[src/rtl/mux_sync_launcher_pkg.sv]
// Shared state encodings and defaults for the mux-synchronizer launch side.
// Default DATA_W and SYNC_STAGES are also used by the receiver side.
package mux_sync_launcher_pkg;

    localparam logic [1:0] ST_IDLE   = 2'd0;
    localparam logic [1:0] ST_LAUNCH = 2'd1;
    localparam logic [1:0] ST_DROP   = 2'd2;

    localparam int DEF_DATA_W      = 8;
    localparam int DEF_SYNC_STAGES = 2;

    // Bits needed to hold values 0..max_val, never less than one.
    function automatic int cnt_w(input int max_val);
        return (max_val < 2) ? 1 : $clog2(max_val + 1);
    endfunction

endpackage

[src/rtl/mux_sync_launcher_ack_sync.sv]
// ack_sync: SYNC_STAGES-deep flop chain bringing rx_ack into the launch domain.
// Synchronous active-high reset clears every stage to 0.
module ack_sync
    import mux_sync_launcher_pkg::*;
#(
    parameter int SYNC_STAGES = DEF_SYNC_STAGES
) (
    input  logic clk,
    input  logic reset,
    input  logic async_in,
    output logic sync_out
);

    logic [SYNC_STAGES-1:0] chain_q;
    logic [SYNC_STAGES-1:0] chain_d;

    // Shift the async level one stage deeper each cycle.
    always_comb begin
        chain_d    = chain_q << 1;
        chain_d[0] = async_in;
    end

    // Chain registers, cleared on reset.
    always_ff @(posedge clk) begin
        if (reset) begin
            chain_q <= '0;
        end else begin
            chain_q <= chain_d;
        end
    end

    assign sync_out = chain_q[SYNC_STAGES-1];

endmodule

[src/rtl/mux_sync_launcher.sv]
// mux_sync_launcher: launch-domain side of the recirculation-mux synchronizer.
// Optional ack timeout in LAUNCH is enabled by defining MUX_SYNC_ACK_TIMEOUT_EN.
module mux_sync_launcher
    import mux_sync_launcher_pkg::*;
#(
    parameter int DATA_W      = DEF_DATA_W,
    parameter int SYNC_STAGES = DEF_SYNC_STAGES,
    parameter int HOLD_MIN    = 2,
    parameter int TIMEOUT_CYC = 255
) (
    input  logic              clk,
    input  logic              reset,
    input  logic [DATA_W-1:0] in_data,
    input  logic              in_valid,
    output logic              in_ready,
    output logic [DATA_W-1:0] tx_data,
    output logic              tx_enable,
    input  logic              rx_ack,
    output logic              busy,
    output logic              timeout
);

    localparam int HOLD_W = cnt_w(HOLD_MIN);
    localparam logic [HOLD_W-1:0] HOLD_MAX = HOLD_W'(HOLD_MIN);

    logic [1:0]        state_q;
    logic [1:0]        state_d;
    logic [DATA_W-1:0] data_q;
    logic [DATA_W-1:0] data_d;
    logic              en_q;
    logic              en_d;
    logic [HOLD_W-1:0] hold_q;
    logic [HOLD_W-1:0] hold_d;

    logic ack_s;
    logic take;
    logic hold_met;
    logic ack_exit;
    logic to_fire;

    ack_sync #(
        .SYNC_STAGES(SYNC_STAGES)
    ) u_ack_sync (
        .clk     (clk),
        .reset   (reset),
        .async_in(rx_ack),
        .sync_out(ack_s)
    );

    // A stale ack seen in IDLE blocks new words until it clears.
    assign in_ready = ~reset & (state_q == ST_IDLE) & ~ack_s;
    assign take     = in_valid & in_ready;
    assign hold_met = (hold_q >= HOLD_MAX);
    assign ack_exit = (state_q == ST_LAUNCH) & ack_s & hold_met;

`ifdef MUX_SYNC_ACK_TIMEOUT_EN
    localparam int TO_W =
        (cnt_w(TIMEOUT_CYC) < 8) ? 8 : cnt_w(TIMEOUT_CYC);
    localparam logic [TO_W-1:0] TO_LIMIT = TO_W'(TIMEOUT_CYC);

    logic [TO_W-1:0] to_cnt_q;
    logic [TO_W-1:0] to_cnt_d;
    logic            to_pulse_q;
    logic            to_pulse_d;

    assign to_fire = (state_q == ST_LAUNCH) & (to_cnt_q == TO_LIMIT);

    // Count LAUNCH cycles from 1; a real ack on the limit cycle wins.
    always_comb begin
        to_cnt_d   = to_cnt_q;
        to_pulse_d = to_fire & ~ack_exit;
        if (take) begin
            to_cnt_d = TO_W'(1);
        end else if (state_q == ST_LAUNCH && to_cnt_q < TO_LIMIT) begin
            to_cnt_d = to_cnt_q + TO_W'(1);
        end
    end

    // Timeout counter and single-cycle pulse register.
    always_ff @(posedge clk) begin
        if (reset) begin
            to_cnt_q   <= '0;
            to_pulse_q <= 1'b0;
        end else begin
            to_cnt_q   <= to_cnt_d;
            to_pulse_q <= to_pulse_d;
        end
    end

    assign timeout = to_pulse_q;
`else
    logic unused_timeout_cfg;

    assign unused_timeout_cfg = (TIMEOUT_CYC == 0);
    assign to_fire            = 1'b0;
    assign timeout            = 1'b0;
`endif

    // Handshake FSM: capture, hold enable until acked, wait for ack release.
    always_comb begin
        state_d = state_q;
        data_d  = data_q;
        en_d    = en_q;
        hold_d  = hold_q;
        unique case (state_q)
            ST_IDLE: begin
                if (take) begin
                    data_d  = in_data;
                    en_d    = 1'b1;
                    hold_d  = HOLD_W'(1);
                    state_d = ST_LAUNCH;
                end
            end
            ST_LAUNCH: begin
                if (!hold_met) begin
                    hold_d = hold_q + HOLD_W'(1);
                end
                if (ack_exit || to_fire) begin
                    en_d    = 1'b0;
                    state_d = ST_DROP;
                end
            end
            ST_DROP: begin
                if (!ack_s) begin
                    state_d = ST_IDLE;
                end
            end
            default: begin
                en_d    = 1'b0;
                state_d = ST_IDLE;
            end
        endcase
    end

    // FSM state, frozen data word, enable and hold counter.
    always_ff @(posedge clk) begin
        if (reset) begin
            state_q <= ST_IDLE;
            data_q  <= '0;
            en_q    <= 1'b0;
            hold_q  <= '0;
        end else begin
            state_q <= state_d;
            data_q  <= data_d;
            en_q    <= en_d;
            hold_q  <= hold_d;
        end
    end

    assign tx_data   = data_q;
    assign tx_enable = en_q;
    assign busy      = (state_q != ST_IDLE);

endmodule

[config.mk]
export PLATFORM = sky130hd
export DESIGN_NAME = mux_sync_launcher
export DESIGN_NICKNAME = d
export VERILOG_FILES = /design/src/rtl/mux_sync_launcher_pkg.sv /design/src/rtl/mux_sync_launcher_ack_sync.sv /design/src/rtl/mux_sync_launcher.sv
export SDC_FILE = /design/constraint.sdc
export NUM_CORES = 1
export LEC_CHECK = 0
export BUFFER_PORTS_ARGS = -buffer_cell sky130_fd_sc_hd__buf_4
export CELL_PAD_IN_SITES_DETAIL_PLACEMENT = 0
export CELL_PAD_IN_SITES_GLOBAL_PLACEMENT = 1
export CORE_MARGIN = 1
export CORE_UTILIZATION = 33
export DETAILED_ROUTE_END_ITERATION = 8
export GPL_TIMING_DRIVEN = 1
export PLACE_DENSITY = 0.73
export SLEW_MARGIN = 25
export SYNTH_ARGS = -nofsm -noshare
export SYNTH_HDL_FRONTEND = slang
export SYNTH_SLANG_ARGS = --single-unit
[constraint.sdc]
create_clock -name clk -period 1.8 [get_ports clk]
set_input_delay 0.18 -clock clk [delete_from_list [all_inputs] [get_ports clk]]
set_output_delay 0.18 -clock clk [all_outputs]
set_load 0.03 [all_outputs]
# ---- Yosys cells after proc, flatten, opt, wreduce, memory -nomap -nowiden
# Index checks and enable logic that the tools add are counted.
dict set report classes {
  n_addsub 1
  mul 0
  div_mod_pow 0
  order_cmp 1
  n_eq_ne 6
  shift 0
  muxes 9
  bitwise 8
  reduce_logical 7
}
# cell n
set ops {}
lappend ops {{$reduce_and A3 Y1} 3}
lappend ops {{$mux W2} 4}
lappend ops {{$ne A2 B2 Y1 const B} 4}
lappend ops {{$pmux W2 S3} 1}
lappend ops {{$and A1 B1 Y1} 5}
lappend ops {{$pmux W2 S2} 1}
lappend ops {{$reduce_bool A2 Y1} 2}
lappend ops {{$not A1 Y1} 3}
lappend ops {{$pmux W1 S3} 1}
lappend ops {{$add A2 B1 Y2 const B} 1}
lappend ops {{$eq A2 B1 Y1 const B} 1}
lappend ops {{$eq A2 B2 Y1 const B} 1}
lappend ops {{$ge A2 B2 Y1 const B} 1}
lappend ops {{$logic_not A2 Y1} 1}
lappend ops {{$mux W1} 2}
lappend ops {{$reduce_and A2 Y1} 1}
dict set report word_totals {
  ff_bits 15
  latch_bits 0
  mem_bits_rw 0
  rom_bits 0
  input_bits 12
  out_inout_bits 12
  word_cells 37
  n_memories 0
}

# ---- Longest topological paths before layout
dict set report logic_depth {
  word_depth 6
  mapped_depth 5
}

# ---- Modules after synthesis
# Synthesis repeated with hierarchy kept, for this count alone.
dict set report hier_totals {
  hier_cells 68
  area_unflattened_um2 630.6
}
# module n_inst cells_per_inst area_each_um2 seq_area_each_um2
set by_module_without_submodules {}
lappend by_module_without_submodules {mux_sync_launcher 1 64 578.1 260.2}
lappend by_module_without_submodules {ack_sync 1 4 52.6 40.0}

# ---- Worst setup path after synthesis
# No wires, ideal clock.
dict set report synth_path {
  path_type {register -> output}
  startpoint {register state_q[1]}
  endpoint {output in_ready}
  t_arrival_ns 1.482
  slack_ns 0.138
  stages_incl_launch_ff 4
  path_buffers 1
  cell_sequence {dfxtp_1 -> buf_6 -> or2_2 -> nor3_1}
}
dict set report synth_between {
  elab_chain_len 3
}
# element line_no
set synth_lines {}
lappend synth_lines {{from (decl)} mux_sync_launcher.sv:26} ;# logic [1:0] state_q;
lappend synth_lines {{from (signal assigned)} mux_sync_launcher.sv:143} ;# state_q <= state_d;
lappend synth_lines {{$logic_not A2 Y1} mux_sync_launcher.sv:51} ;# assign in_ready = ~reset & (state_q == ST_IDLE) & ~ack_s;
lappend synth_lines {{$and A1 B1 Y1 (2 in series)} mux_sync_launcher.sv:51}
lappend synth_lines {{to (decl)} mux_sync_launcher.sv:15} ;# output logic in_ready,
# No other way between the ends.

# ---- Final worst setup path
# Ends and elaborated chain as after synthesis.

==> flow_summary.yaml <==
power:
  ir_worst_vdd_mv: 0.520
  p_per_area_mw_per_mm2: 848
  p_total_w: 0.000703
  p_leak_nw: 0.346
drt:
  viasPerCell: 4.66
  route.met2.wl_microns: 580
  drtIter0Drc: 4
  highest_layer: "met4"
  drc: 0
  wl_met3_microns: 61
  wl_met1_microns: 570
  ant_nets: 0
  dr.pass1.iters: 2
  via_count: 545
  drt_wl_total_microns: 1240
  wl_per_cell_microns: 10.6
layout:
  drive_gt1_frac: 0.326
  multi_input_area_sq_um: 302
  nets: 106
  diodes: 0
  area_growth_syn_to_layout_pct: 28.0
  seqCellArea_sq_um: 300
  fillerInstances: 190
floorplanning:
  dieWidth_microns: 46.3
  initial_core_util: 0.363
  ioPinCount: 24
  core_sq_mm: 0.00178
  rows: 15
  die-height_microns: 46.3
  dieArea_sq_mm: 0.00214
sta:
  tightest_slew_ps: 529
  relSlewSlack: 0.646
  final_hold_viol_count: 0
  grt_setup_unrepaired: "no"
  fin_crit_sh: 0.844
  setup_viol: 0
  slew_violations: 0
  fmax_mhz: 658
  skew_ps: 8.27
  timing.setup.tns_ps: 0
  min_period_ps: 1520
critical_path:
  worstPathMaxFanout: 9
  worstSetupPathType: "reg2out"
  worstPathRequired_ps: 1620
  worst_ep_arrival_time_ps: 1340
  start_kind: "register"
  cp-end-kind: "output pin"
yosys:
  postSynthAreaPerCell_sq_um: 9.11
  ys_seq_area_frac: 0.464
  ys.warnings.count: 0
  syn-num-nets: 84
  synthDistinctLibCells: 25
  synth-seq-cells: 15
  syn-cell-area_sq_um: 647
  netlist_instances: 71
clock_network:
  clockBufferDepth: 2
  cts_tree: "built"
  cts_max_level: 1
  clock-sinks: 15
  cts_resized: 0
  cts_made_buffers: 3
  cts_setup_buffers: 0
  cts.root.buffer_cell: "clkbuf_4"
  clk_latency_ps: 280
  clk_pin_slew_ps: 80
  hold_buffers: 0
global_routing:
  grt_usage: 0.131
  grt_pass1_vias: 438
  overflow: 0
  grt_start_max_net_pins: 17
  antenna_found_initial: 0
  grt_first_pass_wirelength_microns: 1910
placement:
  dp_hpwl_microns: 907
  gp_congestion: 0.676
  port_buffers: 22
hold_path:
  hp-class: "in2reg"
status:
  outcome: "finished clean"
flow_run:
  max-cap-violations: 0
routing by layer:
layer  vias to the layer above  track usage
li1                        282            -
met1                       249        0.158
met2                        12        0.189
met3                         2       0.0510
met4                         0       0.0882
met5                         -            0
logic make-up after synthesis:
group	share of synthesized area
AO/OA/AOI/OAI	0.137
multiplexers	0.0174
buffers and inverters	0.0696
adder cells (fa/ha/maj)	0.0193
other	0.00580
AND/OR/NAND/NOR	0.286
flip-flops	0.464
cells in the mapped netlist:
master	number	area [sq um]
a21oi_1	9	45.0
a221oi_1	1	8.76
a31oi_2	1	12.5
buf_4	2	15.0
buf_6	2	22.5
clkbuf_1	1	3.75
conb_1	1	3.75
dfxtp_1	15	300
ha_1	1	12.5
inv_1	1	3.75
mux2_2	1	11.3
nand2_1	16	60.1
nand2b_1	1	6.26
nand3b_1	1	7.51
nor2_1	2	7.51
nor2b_1	3	18.8
nor3_1	3	15.0
nor3b_1	1	7.51
nor4b_1	1	8.76
nor4b_4	1	23.8
o21ai_0	3	15.0
o21bai_1	1	7.51
or2_2	1	6.26
or4b_1	1	10.0
or4b_4	1	13.8
area by class of cell:
class | count | share of cell area
Clock buffer | 4 | 0.0317
Inverter | 1 | 0.00453
Multi-Input combinational cell | 50 | 0.364
Sequential cell | 15 | 0.363
Tap cell | 25 | 0.0378
Timing Repair Buffer | 22 | 0.199
state kept, by name (all words and copies together), names as in the netlist:
name,flops
hold_q,2
state_q,2
tx_data,8
tx_enable,1
u_ack_sync.chain_q,2
stage by stage:
step	cell area, sq um	hold WS, ps	std cells	worst slack, ps	util
global route	828	98.0	117	187	0.465
finish	828	120	117	281	0.465
detailed placement	802	401	113	406	0.450
global placement	802	398	113	448	0.450
CTS	828	108	117	255	0.465
floorplan	647	252	71	138	-
where the power goes:
part	leakage (nW)	total, W	switching [W]	internal (W)
clock network	0.0150	0.000187	0.000102	0.0000859
logic	0.208	0.000146	0.0000800	0.0000655
registers	0.123	0.000370	0.0000171	0.000353
worst max-delay path, cell delays in order, from the launching register on:
cell     delay [ps]
dfxtp_1         410
or2_2           340
nor3_1          140
buf_4           190
cells in the final DEF, fill, tap and decap left out:
| cell | n |
|---|---|
| o21ai_0 | 3 |
| conb_1 | 1 |
| or4b_1 | 1 |
| nand2_1 | 16 |
| nand2b_1 | 1 |
| inv_1 | 1 |
| nor2_1 | 2 |
| nor3b_1 | 1 |
| clkbuf_4 | 3 |
| buf_4 | 22 |
| a31oi_2 | 1 |
| nor2b_1 | 3 |
| nor4b_1 | 1 |
| a21oi_1 | 9 |
| ha_1 | 1 |
| mux2_2 | 1 |
| or4b_4 | 1 |
| a221oi_1 | 1 |
| o21bai_1 | 1 |
| nor3_1 | 3 |
| nor4b_4 | 1 |
| nand3b_1 | 1 |
| dfxtp_1 | 15 |
| clkbuf_1 | 1 |
| or2_2 | 1 |
final timing paths:
| path | startpoint | to | depth (start not counted) | slack (ps) |
|---|---|---|---|---|
| worst max-delay path | state_q[1] | in_ready | 3 | 280 |
| worst min-delay path | rx_ack | u_ack_sync.chain_q[0] | 2 | 120 |
| worst max register to register | hold_q[0] | hold_q[0] | 5 | 400 |
| worst min register to register | u_ack_sync.chain_q[0] | u_ack_sync.chain_q[1] | 1 | 440 |
(Power assumes the default switching activity.)
